### src/rtl/mul_seq_ctrl.sv
// Shift-add sequencer for a 32x32->64 unsigned multiply. It drives an external 32-bit adder for one pass per cycle.
// Optional MUL_ZERO_BYPASS_EN: zero operands skip the iteration loop and finish in one cycle.
module mul_seq_ctrl #(
    parameter int WIDTH = 32
) (
    input  logic               i_clk,
    input  logic               i_rst,
    input  logic               i_start,
    input  logic [WIDTH-1:0]   i_a,
    input  logic [WIDTH-1:0]   i_b,
    output logic               o_ready,
    output logic               o_done,
    output logic [2*WIDTH-1:0] o_product,
    output logic [WIDTH-1:0]   o_add_a,
    output logic [WIDTH-1:0]   o_add_b,
    output logic               o_add_cin,
    input  logic [WIDTH-1:0]   i_add_result,
    input  logic               i_add_cout
);

    typedef enum logic [1:0] {S_IDLE, S_RUN, S_DONE} state_t;

    localparam logic [5:0] LAST = 6'(WIDTH - 1);

    state_t           r_state;
    logic [WIDTH-1:0] r_hi;
    logic [WIDTH-1:0] r_lo;
    logic [WIDTH-1:0] r_mcand;
    logic [5:0]       r_cnt;

    logic [WIDTH-1:0] w_hi_nxt;
    logic [WIDTH-1:0] w_lo_nxt;

    // Adder B is forced to zero outside RUN, so the adder stays quiet while idle.
    assign o_add_a   = r_hi;
    assign o_add_b   = (r_state == S_RUN && r_lo[0]) ? r_mcand : '0;
    assign o_add_cin = 1'b0;

    // Shift the sum right by one. The carry enters the top of hi, and the bit that drops out enters lo.
    assign w_hi_nxt = {i_add_cout, i_add_result[WIDTH-1:1]};
    assign w_lo_nxt = {i_add_result[0], r_lo[WIDTH-1:1]};

    always_ff @(posedge i_clk) begin
        if (i_rst) begin
            r_state   <= S_IDLE;
            r_hi      <= '0;
            r_lo      <= '0;
            r_mcand   <= '0;
            r_cnt     <= '0;
            o_ready   <= 1'b1;
            o_done    <= 1'b0;
            o_product <= '0;
        end else begin
            case (r_state)
                S_IDLE: begin
                    if (i_start) begin
                        r_mcand <= i_a;
                        r_lo    <= i_b;
                        r_hi    <= '0;
                        r_cnt   <= '0;
                        o_ready <= 1'b0;
`ifdef MUL_ZERO_BYPASS_EN
                        if (i_a == '0 || i_b == '0) begin
                            r_state   <= S_DONE;
                            o_done    <= 1'b1;
                            o_product <= '0;
                        end else begin
                            r_state <= S_RUN;
                        end
`else
                        r_state <= S_RUN;
`endif
                    end
                end
                S_RUN: begin
                    r_hi  <= w_hi_nxt;
                    r_lo  <= w_lo_nxt;
                    r_cnt <= r_cnt + 6'd1;
                    if (r_cnt == LAST) begin
                        r_state   <= S_DONE;
                        o_done    <= 1'b1;
                        o_product <= {w_hi_nxt, w_lo_nxt};
                    end
                end
                S_DONE: begin
                    r_state <= S_IDLE;
                    o_done  <= 1'b0;
                    o_ready <= 1'b1;
                end
                default: begin
                    r_state <= S_IDLE;
                    o_done  <= 1'b0;
                    o_ready <= 1'b1;
                end
            endcase
        end
    end

endmodule
### config.mk
export PLATFORM = sky130hd
export DESIGN_NAME = mul_seq_ctrl
export DESIGN_NICKNAME = d
export VERILOG_FILES = /design/src/rtl/mul_seq_ctrl.sv
export SDC_FILE = /design/constraint.sdc
export NUM_CORES = 1
export LEC_CHECK = 0
export ABC_AREA = 1
export BUFFER_PORTS_ARGS = -buffer_cell sky130_fd_sc_hd__clkbuf_2
export CAP_MARGIN = 20
export CORE_ASPECT_RATIO = 1.5
export CORE_MARGIN = 4
export CORE_UTILIZATION = 50
export CTS_CLUSTER_DIAMETER = 200
export DETAILED_ROUTE_END_ITERATION = 8
export PLACE_DENSITY = 0.85
export REMOVE_ABC_BUFFERS = 1
export SETUP_SLACK_MARGIN = 0.1
export SLEW_MARGIN = 20
export SYNTH_ARGS = -nofsm -noshare
export SYNTH_HDL_FRONTEND = slang
export SYNTH_SLANG_ARGS = --single-unit
### constraint.sdc
create_clock -name i_clk -period 1.99 [get_ports i_clk]
set_clock_uncertainty 0.1 [all_clocks]
set_input_delay 0.2985 -clock i_clk [delete_from_list [all_inputs] [get_ports i_clk]]
set_output_delay 0.2985 -clock i_clk [all_outputs]
set_load 0.05 [all_outputs]
==> metrics.csv, run 1 <==
metric,value,unit
nFillCells,956,
cts_tree,yes,
critPathKind,reg -> out,
core_area,0.0130,mm²
critical_path_arrival,1.52,ns
power.density,864,mW/mm²
p_leak,0.00472,µW
synthTopCellsByArea,"dfxtp_1 (51%), nand2_1 (15%), inv_1 (7.5%)",
worstSetupStartpointType,flip-flop,
ys_warn_count,0,
synth_edf_count,0,
areaGrowthSynthToFinish,41.6,%
die_h,149,µm
maxCapViolCount,0,
ys_ff_latch,170,
power_switching,2240,µW
critical_path_buf_inv_count,3,
port_buffers,229,
whs,0.0175,ns
crit_fanout,16,
netlist_area,0.00667,mm²
clkPwrFrac,41.1,%
dieArea,0.0153,mm²
post_dp_cell_area,0.00806,mm²
syn_inst,922,
antenna_found_initial,0,
critPathSlowestCell,dfxtp_2,
rsz0062_at_grt,true,
synth_top_area_share,51.0,%
worstPathRequired,1.59,ns
final_net_count,1268,
power.share.sequential,44.9,%
combinationalPowerShare,14.0,%
timing.final.crit_share,96.5,%
setup_viol_count_final,0,
fp.dieW,102,µm
p_total,8160,µW
grt_pass1_wl,30800,µm
worst_pin_slew,0.648,ns
cts.clk_slew.worst_paths,0.06,ns
slowest_delay,0.35,ns
numCtsBuffers,17,
outcome,completed,
multi_input_area,0.00266,mm²
io-pin-count,231,
hold_class,in -> reg,
peakVddDrop,0.000544,V
yosys.area.top_type,dfxtp_1,
drv_slew,0,
ant_nets,0,
synthFlopType,dfxtp_1,
slew_headroom,56.6,%
wl_per_cell,14.9,µm
final_hold_viol_count,0,
path_cells,inv_4 -> nor2_4 -> nand2_4 -> buf_12 -> nor2_1 -> clkbuf_8,
grtUsageTotal,25.0,%
layout.area.seq,0.00341,mm²
cts_root_buffer,clkbuf_16,
synth.cells.most_frequent,"nand2_1 (274), dfxtp_1 (170), inv_1 (134)",
fp-row-count,51,
postLayoutCellArea,0.00944,mm²
switching_share,27.5,%
ys_seq_area_share,51.0,%
drc,0,
grt_pass1_vias,6572,
path_delay_family,buffers and inverters,
max_freq,521,MHz
num_antenna_cells,0,
synth.distinct_cells,22,
clock_path_buffers,2,
start_util,51.2,%
avgSynthCellArea,7.23,µm²
fin_crit,1.92,ns
drive_above_1_share,27.5,%
hpwl,12300,µm
first_pass_iters,4,
insertion_delay,0.41,ns
drtIter0Drc,334,
ys_async_sr_fraction,0,%
clock-sinks,170,
wirelength,20000,µm
avgViaCountPerCell,5.07,
h-tree-depth,4,
grt.overflow.total,0,
vias,6787,
p_int,5920,µW
yosysMostFrequentCell,nand2_1,
grt_max_degree,45,
gp_congestion,0.780,
cp-end-kind,output pin,
[final timing paths]
| path | startpoint | to | slack [ns] | cells past startpoint |
|---|---|---|---|---|
| max reg2reg | r_state[0]$_SDFFE_PP0P_ | o_add_a[14]$_SDFFE_PP0P_ | 0.26 | 5 |
| max | r_state[0]$_SDFFE_PP0P_ | o_add_b[6] | 0.07 | 6 |
| min reg2reg | r_mcand[12]$_SDFFE_PP0P_ | r_mcand[12]$_SDFFE_PP0P_ | 0.36 | 2 |
| min | i_add_result[16] | o_product[47]$_SDFFE_PP0P_ | 0.02 | 3 |
[worst register-to-register path, cell delays in order (launching register included)]
cell and delay, ns:
dfxtp_2 0.33, buf_4 0.14, o21ai_4 0.53, buf_12 0.27, nand2_1 0.08, a21oi_1 0.19
[per-layer routing]
layer	wire, µm	track usage, %
met4	450	8.80
met5	0	0
met3	2130	7.88
met1	7180	27.4
met2	10200	44.8
[sequential cells by signal (all words and copies together), names as in the netlist]
signal and cells:
o_add_a 32, o_done 1, o_product 64, o_ready 1, r_cnt 6, r_lo 32
r_mcand 32, r_state 2
[repair_timing]
action,CTS,global route
pin swaps,1,3
setup endpoints to repair,32,73
endpoints found under the hold margin,27,0
cloned,0,2
hold buffers,27,0
setup buffers,2,3
resized for setup,69,63
[through the flow]
step | cells | TNS [ns] | utilization (%) | setup slack [ns]
floorplan | 866 | -149.16 | - | -1.17
global placement | 1273 | 0 | 61.9 | 0.257
detailed placement | 1273 | 0 | 61.9 | 0.224
CTS | 1334 | 0 | 70.9 | 0.0754
global route | 1339 | -0.0195 | 72.5 | -0.0195
finish | 1339 | 0 | 72.5 | 0.0698
[cell usage in the layout (no fill, tap or decap), types with 18 or more instances in the layout]
| master | count |
|---|---|
| clkbuf_16 | 18 |
| dlygate4sd3_1 | 27 |
| nor3b_1 | 32 |
| clkbuf_2 | 197 |
| o21ai_0 | 67 |
| a21oi_1 | 70 |
| nand2_1 | 273 |
| nor2_1 | 46 |
| dfxtp_1 | 168 |
| buf_8 | 25 |
| nand3_1 | 34 |
| inv_1 | 132 |
[power groups by stage]
stage          combinational (µW)  clock [µW]  sequential, µW
2_1_floorplan                 485           0            3850
3_3_place_gp                  973           0            3730
3_5_place_dp                  988           0            3730
4_1_cts                      1070        3420            3660
5_1_grt                      1260        3560            3680
6_report                     1150        3350            3660
[kinds of logic after synthesis]
| logic type | Yosys count | synth area share, % |
|---|---|---|
| and+or+nand+nor | 421 | 26.5 |
| buffers and inverters | 190 | 11.7 |
| DFF | 170 | 51.0 |
| AOI/OAI and AO/OA | 139 | 10.5 |
| adders and majority gates | 1 | 0.188 |
| other | 1 | 0.0562 |
[layout make-up]
class | count | area share (%)
clock buffer | 19 | 4.69
tap | 159 | 2.11
clock inverter | 13 | 1.68
multi-input combinational | 562 | 28.1
inverter | 134 | 5.35
sequential | 170 | 36.1
timing repair buffer | 282 | 22.0
Power figures use the tool's default switching activity.
==> run 2: changes to the inputs <==
Settings changed: CTS_BUF_LIST from default to sky130_fd_sc_hd__clkbuf_16.
==> run 2 against run 1 <==
Against the previous run: sequential power about the same; clock power fell by 1%; cell area fell by 0.11%; count of clock-buffer cells in the layout decreased by 2; worst setup slack got worse by 0.00063 ns; utilization decreased by 0.077 points; maximum frequency about the same; worst hold slack about the same; via count up 0.18%; largest cell class unchanged.
==> metrics.csv, run 2 (synthesis results as in run 1) <==
metric,value,unit,change
drv_slew,0,,unchanged
numCtsBuffers,17,,unchanged
slew_headroom,56.4,%,was 56.6%
p_leak,0.00472,µW,about the same
avgViaCountPerCell,5.08,,was 5.07
path_cells,inv_4 -> nor2_4 -> nand2_4 -> buf_12 -> nor2_1 -> clkbuf_8,,unchanged
h-tree-depth,4,,unchanged
largest_register,o_product,,unchanged
outcome,completed,,unchanged
hold_class,in -> reg,,unchanged
cts_root_buffer,clkbuf_16,,unchanged
io-pin-count,231,,unchanged
first_pass_iters,5,,was 4
areaGrowthSynthToFinish,41.4,%,was 41.6%
dieArea,0.0153,mm²,unchanged
wl_met3,2080,µm,was 2130 µm
antenna_found_initial,0,,unchanged
post_dp_cell_area,0.00806,mm²,unchanged
grt.overflow.total,0,,unchanged
crit_fanout,16,,unchanged
largest_reg_flops,64,,unchanged
insertion_delay,0.41,ns,about the same
top_layer,met4,,unchanged
port_buffers,229,,unchanged
worstPathRequired,1.59,ns,about the same
grt_max_degree,45,,unchanged
power.density,861,mW/mm²,was 864 mW/mm²
p_int,5870,µW,was 5920 µW
path_delay_family,buffers and inverters,,unchanged
critical_path_arrival,1.52,ns,about the same
slowest_delay,0.35,ns,about the same
final_hold_viol_count,0,,unchanged
timing.final.crit_share,96.5,%,about the same
layout.area.seq,0.00341,mm²,unchanged
worst_pin_slew,0.651,ns,was 0.648 ns
wl_per_cell,14.9,µm,about the same
final_net_count,1268,,unchanged
fp.dieW,102,µm,unchanged
worstSetupStartpointType,flip-flop,,unchanged
drtIter0Drc,244,,was 334
gp_congestion,0.780,,unchanged
grt_pass1_vias,6574,,was 6572
grtUsageTotal,25.1,%,was 25.0%
switching_share,27.7,%,was 27.5%
layout_common_cells,"nand2_1 (273), clkbuf_2 (197), dfxtp_1 (168)",,unchanged
critPathSlowestCell,dfxtp_2,,unchanged
core_area,0.0130,mm²,unchanged
hpwl,12300,µm,unchanged
maxCapViolCount,0,,unchanged
ant_nets,0,,unchanged
cts.clk_slew.worst_paths,0.06,ns,about the same
grt_pass1_wl,30900,µm,was 30800 µm
cp-end-kind,output pin,,unchanged
multi_input_area,0.00266,mm²,unchanged
vias,6799,,was 6787
p_total,8120,µW,was 8160 µW
cts_tree,yes,,unchanged
peakVddDrop,0.000542,V,was 0.000544 V
combinationalPowerShare,14.1,%,was 14.0%
num_antenna_cells,0,,unchanged
fp-row-count,51,,unchanged
rsz0062_at_grt,true,,unchanged
fin_crit,1.92,ns,about the same
clkPwrFrac,40.8,%,was 41.1%
critPathKind,reg -> out,,unchanged
nFillCells,961,,was 956
clock-sinks,170,,unchanged
power.share.sequential,45.1,%,was 44.9%
ff2ff_setup_slack,0.27,ns,was 0.26 ns
die_h,149,µm,unchanged
critical_path_buf_inv_count,3,,unchanged
wl_met1,7260,µm,was 7180 µm
final_common_cell,nand2_1,,unchanged
clock_path_buffers,2,,unchanged
wl_met2,10200,µm,about the same
power_switching,2250,µW,was 2240 µW
max_freq,521,MHz,about the same
postLayoutCellArea,0.00943,mm²,was 0.00944 mm²
setup_viol_count_final,0,,unchanged
start_util,51.2,%,unchanged
wirelength,20000,µm,about the same
drc,0,,unchanged
drive_above_1_share,27.5,%,about the same
[run 2: cell count changes in the layout (fill, tap and decap cells not counted)]
cell | before | now
clkbuf_1 | 1 | 0
inv_1 | 132 | 133
clkinv_1 | 0 | 1
clkbuf_8 | 5 | 4
[run 2: layout make-up]
class                           count  share of cell area, %
Clock buffer                       17                   4.51
Clock inverter                     15                   1.76
Inverter                          134                   5.36
Multi-Input combinational cell    562                   28.1
Sequential cell                   170                   36.1
Tap cell                          159                   2.11
Timing Repair Buffer              282                   22.0
[run 2: path summary, 6_finish.rpt]
kind                            depth (start not counted)                      from                         end
worst min register to register                          2  r_mcand[12]$_SDFFE_PP0P_    r_mcand[12]$_SDFFE_PP0P_
worst max register to register                          5   r_state[0]$_SDFFE_PP0P_    o_add_a[17]$_SDFFE_PP0P_
worst max-delay path                                    6   r_state[0]$_SDFFE_PP0P_                  o_add_b[6]
worst min-delay path                                    3          i_add_result[16]  o_product[47]$_SDFFE_PP0P_
[run 2: power groups by stage]
stage / Clock (µW) / Sequential [µW] / Combinational, µW
after floorplan: 0 / 3850 / 485
after global placement: 0 / 3730 / 973
after detailed placement: 0 / 3730 / 988
after CTS: 3370 / 3660 / 1070
after global routing: 3510 / 3680 / 1260
final: 3310 / 3660 / 1150
[run 2: metal layers]
layer / up-vias / GRT usage, %
li1: 3321 / -
met1: 3121 / 27.4
met2: 317 / 45.0
met3: 40 / 7.88
met4: 0 / 8.80
met5: - / 0
[run 2: repair_timing]
action                                 CTS  global route
endpoints found under the hold margin   27             0
gates resized for setup                 69            63
pin swaps                                1             3
hold buffers                            27             0
setup buffers                            2             3
setup endpoints to repair               32            73
gates cloned                             0             2
[run 2: metrics by stage]
stage | instances | setup WS, ns | utilization [%] | TNS, ns | hold slack [ns]
CTS | 1334 | 0.0754 | 70.8 | 0 | 0.00581
floorplan | 866 | -1.17 | - | -149.16 | 0.268
finish | 1339 | 0.0691 | 72.5 | 0 | 0.0174
global route | 1339 | -0.0195 | 72.5 | -0.0195 | 0.0307
detailed placement | 1273 | 0.224 | 61.9 | 0 | 0.344
global placement | 1273 | 0.257 | 61.9 | 0 | 0.337
[run 2: worst min-delay path: cells and delay by family]
family	cells	cell delay (ns)
simple gates	2	0.10
buf+inv	1	0.10
